$ cat src/rtl/aoi_sweep_ctrl.sv
`timescale 1ns/1ps
// -----------------------------------------------------------------------------
// aoi_sweep_ctrl
//   Self-test sequencer for a 4-input AND-OR gate block
//   (out = (a&b)|(c&d), out_n = ~out). A start pulse in IDLE launches a sweep
//   over all 16 input vectors in ascending order. Each vector is held for
//   SETTLE_CYCLES cycles plus one check cycle. The gate response is then
//   compared against the golden function. Pass/fail, a saturating mismatch
//   count and the first failing vector are reported.
//
// Parameters
//   SETTLE_CYCLES : cycles each vector is held before sampling (1..15)
//   ERR_W         : width of err_count (saturates at 2^ERR_W-1)
//
// Ports
//   clk              in   rising-edge clock
//   rst_n            in   asynchronous active-low reset
//   start            in   sweep request, sampled only in IDLE
//   out_in           in   out from the gate block
//   out_n_in         in   out_n from the gate block
//   a,b,c,d          out  registered test vector bits 3..0
//   busy             out  high while in SETTLE/CHECK
//   done             out  one-cycle pulse at sweep end
//   pass             out  last sweep ended with err_count==0
//   err_count        out  mismatching vectors in the last sweep
//   first_fail_vec   out  {a,b,c,d} of the first mismatch
//   first_fail_valid out  first_fail_vec holds a real vector
//
// Build option
//   AOI_SWEEP_STOP_ON_FAIL_EN : when defined, the first mismatch ends the
//   sweep immediately, leaving a..d on the failing vector.
// -----------------------------------------------------------------------------
module aoi_sweep_ctrl #(
    parameter int SETTLE_CYCLES = 1,
    parameter int ERR_W         = 5
) (
    input  logic             clk,
    input  logic             rst_n,
    input  logic             start,
    input  logic             out_in,
    input  logic             out_n_in,
    output logic             a,
    output logic             b,
    output logic             c,
    output logic             d,
    output logic             busy,
    output logic             done,
    output logic             pass,
    output logic [ERR_W-1:0] err_count,
    output logic [3:0]       first_fail_vec,
    output logic             first_fail_valid
);

    typedef enum logic [1:0] {
        S_IDLE,
        S_SETTLE,
        S_CHECK,
        S_DONE
    } state_t;

    // Counter runs from 0; the last settle cycle is the one where it reads
    // SETTLE_CYCLES-1, so the vector is held exactly SETTLE_CYCLES cycles.
    localparam logic [3:0]       SETTLE_LAST = 4'(SETTLE_CYCLES - 1);
    localparam logic [ERR_W-1:0] ERR_MAX     = '1;
    localparam logic [ERR_W-1:0] ERR_ONE     = ERR_W'(1);

    state_t           r_state;
    logic [3:0]       r_vec;
    logic [3:0]       r_cnt;
    logic             r_busy;
    logic             r_done;
    logic             r_pass;
    logic [ERR_W-1:0] r_err;
    logic [3:0]       r_ffv;
    logic             r_ffvld;

    logic             w_exp;
    logic             w_mismatch;
    logic [ERR_W-1:0] w_err_next;

    // Golden response for the vector currently on a..d. Both rails are
    // checked independently so a broken complement output is also caught.
    assign w_exp      = (r_vec[3] & r_vec[2]) | (r_vec[1] & r_vec[0]);
    assign w_mismatch = (out_in ^ w_exp) | (out_n_in ^ ~w_exp);
    assign w_err_next = (w_mismatch && (r_err != ERR_MAX)) ? (r_err + ERR_ONE) : r_err;

    always_ff @(posedge clk or negedge rst_n) begin
        if (!rst_n) begin
            r_state <= S_IDLE;
            r_vec   <= 4'd0;
            r_cnt   <= 4'd0;
            r_busy  <= 1'b0;
            r_done  <= 1'b0;
            r_pass  <= 1'b0;
            r_err   <= '0;
            r_ffv   <= 4'd0;
            r_ffvld <= 1'b0;
        end else begin
            case (r_state)
                S_IDLE: begin
                    r_done <= 1'b0;
                    if (start) begin
                        r_vec   <= 4'd0;
                        r_cnt   <= 4'd0;
                        r_err   <= '0;
                        r_pass  <= 1'b0;
                        r_ffv   <= 4'd0;
                        r_ffvld <= 1'b0;
                        r_busy  <= 1'b1;
                        r_state <= S_SETTLE;
                    end
                end

                S_SETTLE: begin
                    r_cnt <= r_cnt + 4'd1;
                    if (r_cnt == SETTLE_LAST) begin
                        r_state <= S_CHECK;
                    end
                end

                S_CHECK: begin
                    r_err <= w_err_next;
                    if (w_mismatch && !r_ffvld) begin
                        r_ffv   <= r_vec;
                        r_ffvld <= 1'b1;
                    end
`ifdef AOI_SWEEP_STOP_ON_FAIL_EN
                    // Abort on the first failure; a..d stay on the bad vector.
                    if (w_mismatch || (r_vec == 4'hF)) begin
`else
                    if (r_vec == 4'hF) begin
`endif
                        r_busy  <= 1'b0;
                        r_done  <= 1'b1;
                        r_pass  <= (w_err_next == '0);
                        r_state <= S_DONE;
                    end else begin
                        r_vec   <= r_vec + 4'd1;
                        r_cnt   <= 4'd0;
                        r_state <= S_SETTLE;
                    end
                end

                S_DONE: begin
                    // Results and last vector are held until the next start.
                    r_done  <= 1'b0;
                    r_state <= S_IDLE;
                end

                default: begin
                    r_busy  <= 1'b0;
                    r_done  <= 1'b0;
                    r_state <= S_IDLE;
                end
            endcase
        end
    end

    assign a                = r_vec[3];
    assign b                = r_vec[2];
    assign c                = r_vec[1];
    assign d                = r_vec[0];
    assign busy             = r_busy;
    assign done             = r_done;
    assign pass             = r_pass;
    assign err_count        = r_err;
    assign first_fail_vec   = r_ffv;
    assign first_fail_valid = r_ffvld;

endmodule

$ cat config.mk
export PLATFORM = sky130hd
export DESIGN_NAME = aoi_sweep_ctrl
export DESIGN_NICKNAME = d
export VERILOG_FILES = /design/src/rtl/aoi_sweep_ctrl.sv
export SDC_FILE = /design/constraint.sdc
export NUM_CORES = 1
export LEC_CHECK = 0
export ABC_AREA = 1
export BUFFER_PORTS_ARGS = -buffer_cell sky130_fd_sc_hd__buf_4
export CAP_MARGIN = 15
export CORE_ASPECT_RATIO = 1.5
export CORE_MARGIN = 2
export CORE_UTILIZATION = 40
export CTS_CLUSTER_DIAMETER = 120
export DETAILED_ROUTE_END_ITERATION = 10
export GPL_TIMING_DRIVEN = 1
export PLACE_DENSITY_LB_ADDON = 0.3
export SLEW_MARGIN = 20
export SYNTH_ARGS = -nofsm -noshare
export SYNTH_HDL_FRONTEND = slang
export SYNTH_SLANG_ARGS = --single-unit
$ cat constraint.sdc
create_clock -name clk -period 2.1 [get_ports clk]
set_input_delay 0.315 -clock clk [delete_from_list [all_inputs] [get_ports clk]]
set_output_delay 0.315 -clock clk [all_outputs]
set_load 0.01 [all_outputs]
==> impl_summary.txt <==
----------------------------------------------------
[Power]
  Total power divided by cell area ... 1150 mW/mm^2
  Internal power component ... 1050 uW
  Leak Pwr ... 0.000864 uW
  Net load switching power ... 843 uW
  Clock network fraction of design power ... 14.3%
  Worst VDD drop ... 696 uV
  Sw Share ... 44.4%
  Part of the total power dissipated in combinational logic ... 49.7%
  Pwr Total ... 1900 uW
  Portion of total power attributed to sequential cells ... 35.9%

[Floorplan]
  Height of the die ... 76.2 um
  Die ar. ... 0.00397 mm^2
  Number of cell rows ... 26
  Starting utilization of the core area ... 41.4%
  Total core area ... 0.00335 mm^2
  Count of boundary I/O pins ... 22
  Die Wd ... 52.1 um

[Worst setup path]
  Crit-path max FO ... 10
  Crit path cell chain ... inv_1, ha_1, o21ai_2, nor2_2, nand4_1, o21ai_0, a21oi_1
  Master of the slowest instance on the critical path ... sky130_fd_sc_hd__dfrtp_1
  CP required ... 2.25 ns
  Startpoint kind of the worst setup timing path ... register
  Critical Path End Type ... register
  Cell family with the largest share of critical-path delay ... flip-flops
  Max stage delay on crit path ... 0.42 ns
  Start point of the critical path ... r_state[0]
  Reg2reg start ... r_state[0]
  Worst path buffer plus inverter count ... 1
  CP Class ... register to register
  Data arrival time of the critical path ... 1.95 ns

[STA]
  Setup slack after layout ... 0.302 ns
  Min Clock Period, post-route ... 1.80 ns
  Hold violation count in the final report ... 0
  Transition time of the tightest slew-check pin ... 0.408 ns
  Peak clock frequency supported by timing ... 556 MHz
  Final Hold Slack ... 0.477 ns
  Worst clock skew on the final layout ... 0.00123 ns
  # setup viols final ... 0
  Relative slew margins ... 72.8%
  RSZ-0062 raised after global routing ... false
  Setup TNS ... 0 ns
  Share of the clock period used by the worst path ... 85.6%
  Count of pins over their slew limit ... 0

[Min path]
  Hold Crit Class ... input pin to async pin

[Detailed routing]
  Final routed wire length divided by cell count ... 12.4 um
  Total routed wirelength ... 2.85 mm
  Detailed-routing iteration count for the pre-antenna-repair pass ... 4
  Count of antenna-violating nets left after detailed routing ... 0
  Routed via count ... 1167
  DRC violations left ... 0
  Via-per-instance ratio ... 5.10
  Violation count after the first detailed-route iteration ... 27

[Job]
  Count of max-cap constraint violations ... 0

[GRT]
  Number of antenna violations at the first check in global routing ... 0
  Maximum number of pins on one net before global-route repair ... 24
  Total track usage ... 15.7%
  GRT Residual Overflow ... 0
  Number of global-route vias before repair ... 1084
  Wire length of the first global-routing pass ... 4.72 mm

[Clock tree]
  Number of clock sinks seen by CTS ... 23
  Post_cts resized ... 0
  Library cell used as clock root buffer ... sky130_fd_sc_hd__clkbuf_8
  Insertion delay of the later-clocked pin in the worst-skew pair ... 0.26 ns
  Total CTS buffers ... 3
  H-Tree Level Count ... 1
  CTS tree ... yes
  Register clock-pin slew on the reported worst setup and hold paths ... 0.08 ns
  CTS Buffer Depth ... 2
  Post-CTS Setup Inserts ... 0

[Layout]
  Final design instance area without fill ... 0.00164 mm^2
  Sequential Area ... 576 um^2
  Antenna Cells ... 0
  Share of post-route cells with drive strength above 1 ... 24.6%
  Most frequent cells in the layout ... sky130_fd_sc_hd__nand2_1 (37), sky130_fd_sc_hd__inv_1 (23), sky130_fd_sc_hd__dfrtp_1 (23), sky130_fd_sc_hd__buf_4 (21), sky130_fd_sc_hd__o21ai_0 (12)
  Most common cell after layout, fill and taps aside ... sky130_fd_sc_hd__nand2_1
  Combined area of the multi-input logic cells ... 716 um^2
  Area Overhead vs Synth ... 18.3%
  Number of filler cells placed in the layout ... 330
  Fin nets ... 203

[Placement]
  Routability cong. ... 0.854
  Port-buffer cells ... 21
  Worst slack at placement ... 0.313 ns
  Placed Area ... 0.00159 mm^2
  HPWL after detailed placement ... 2.25 mm

[Outcome]
  Run status ... completed

[Yosys]
  Netlist area before placement ... 0.00139 mm^2
  Mean Syn Cell Area ... 8.57 um^2
  Mapped Nets ... 177
  Yosys reg bits ... 23
  Warnings, synthesis ... 0
  Cell count after synthesis ... 162
  Count of distinct cell types in the synthesized netlist ... 25
  Sequential share of the synthesized area ... 41.4%

----------------------------------------------------
through the flow:
stage / instances / util, %
floorplan: 162 / -
global placement: 224 / 47.4
detailed placement: 224 / 47.4
CTS: 229 / 49.0
global route: 229 / 49.0
finish: 229 / 49.0
power groups by stage:
stage	Sequential, uW	Clock, uW	Combinational (uW)
4_1_cts	680	282	955
2_1_floorplan	699	0	655
6_report	682	272	943
3_3_place_gp	678	0	927
5_1_grt	701	296	1070
3_5_place_dp	689	0	948
kinds of logic after synthesis:
| kind of cell | after synthesis | synth area share, % |
|---|---|---|
| buffers and inverters | 24 | 7.03 |
| xor gates and xnor gates | 2 | 1.26 |
| adders and majority gates | 10 | 9.01 |
| DFF | 23 | 41.4 |
| AOI/OAI and AO/OA | 24 | 10.5 |
| and+or+nand+nor | 79 | 30.7 |
routing by layer:
layer / vias to the layer above / part of all wire [%] / track usage, %
met2: 24 / 54 / 28.5
met1: 553 / 41 / 16.9
met5: - / 0 / 0
met3: 7 / 2.9 / 1.76
li1: 583 / - / -
met4: 0 / 2.1 / 7.89
cells in the mapped netlist:
library cell | number | share of area, %
sky130_fd_sc_hd__nor2_4 | 1 | 0.81
sky130_fd_sc_hd__o21ai_0 | 12 | 4.3
sky130_fd_sc_hd__a21oi_1 | 4 | 1.4
sky130_fd_sc_hd__buf_6 | 1 | 0.81
sky130_fd_sc_hd__nand2_2 | 7 | 3.2
sky130_fd_sc_hd__o31ai_1 | 1 | 0.54
sky130_fd_sc_hd__inv_1 | 23 | 6.2
sky130_fd_sc_hd__ha_1 | 10 | 9.0
sky130_fd_sc_hd__o21ai_2 | 4 | 2.5
sky130_fd_sc_hd__o22ai_1 | 1 | 0.45
sky130_fd_sc_hd__nand3_1 | 7 | 2.5
sky130_fd_sc_hd__a22o_1 | 2 | 1.3
sky130_fd_sc_hd__nand2_1 | 37 | 10
sky130_fd_sc_hd__nor3_1 | 3 | 1.1
sky130_fd_sc_hd__xor2_1 | 2 | 1.3
sky130_fd_sc_hd__nand3_2 | 1 | 0.72
sky130_fd_sc_hd__dfrtp_1 | 23 | 41
sky130_fd_sc_hd__or2_2 | 1 | 0.45
sky130_fd_sc_hd__nand4_1 | 8 | 3.6
sky130_fd_sc_hd__nand2_4 | 2 | 1.6
sky130_fd_sc_hd__nor2_1 | 6 | 1.6
sky130_fd_sc_hd__nor3b_2 | 1 | 0.90
sky130_fd_sc_hd__nand3_4 | 2 | 2.5
sky130_fd_sc_hd__nor2_2 | 2 | 0.90
sky130_fd_sc_hd__nand3b_2 | 1 | 0.81
what timing repair did:
action	4_1_cts	5_1_grt
hold buffers	1	0
hold endpoints to repair	23	0
setup endpoints to repair	0	0
cell type report:
cell class                      instances  area share [%]
Multi-Input combinational cell        115            43.6
Sequential cell                        23            35.0
Timing Repair Buffer                   22            10.2
Inverter                               23            5.26
Tap cell                               42            3.20
Clock buffer                            4            2.74
flip-flops by register name, indices dropped and copies added (netlist names):
signal,count
busy,1
err_count,5
done,1
r_vec,4
first_fail_vec,4
r_state,2
r_cnt,4
first_fail_valid,1
pass,1
final timing paths:
path | endpoint | slack (ns) | cells past startpoint
setup / recovery | r_vec[3] | 0.30 | 7
hold / removal | r_cnt[1] | 0.48 | 2
setup reg to reg | r_vec[3] | 0.30 | 7
hold reg to reg | first_fail_vec[2] | 0.50 | 2
max in group asynchronous | r_vec[3] | 1.40 | 2
min in group clk | first_fail_vec[2] | 0.50 | 2
worst register-to-register path: stages, from the launching register on:
cell and delay (ns):
sky130_fd_sc_hd__dfrtp_1 0.42, sky130_fd_sc_hd__inv_1 0.14, sky130_fd_sc_hd__ha_1 0.43, sky130_fd_sc_hd__o21ai_2 0.20, sky130_fd_sc_hd__nor2_2 0.17, sky130_fd_sc_hd__nand4_1 0.11
sky130_fd_sc_hd__o21ai_0 0.17, sky130_fd_sc_hd__a21oi_1 0.05
No activity file was read; power rests on OpenSTA's default activity.
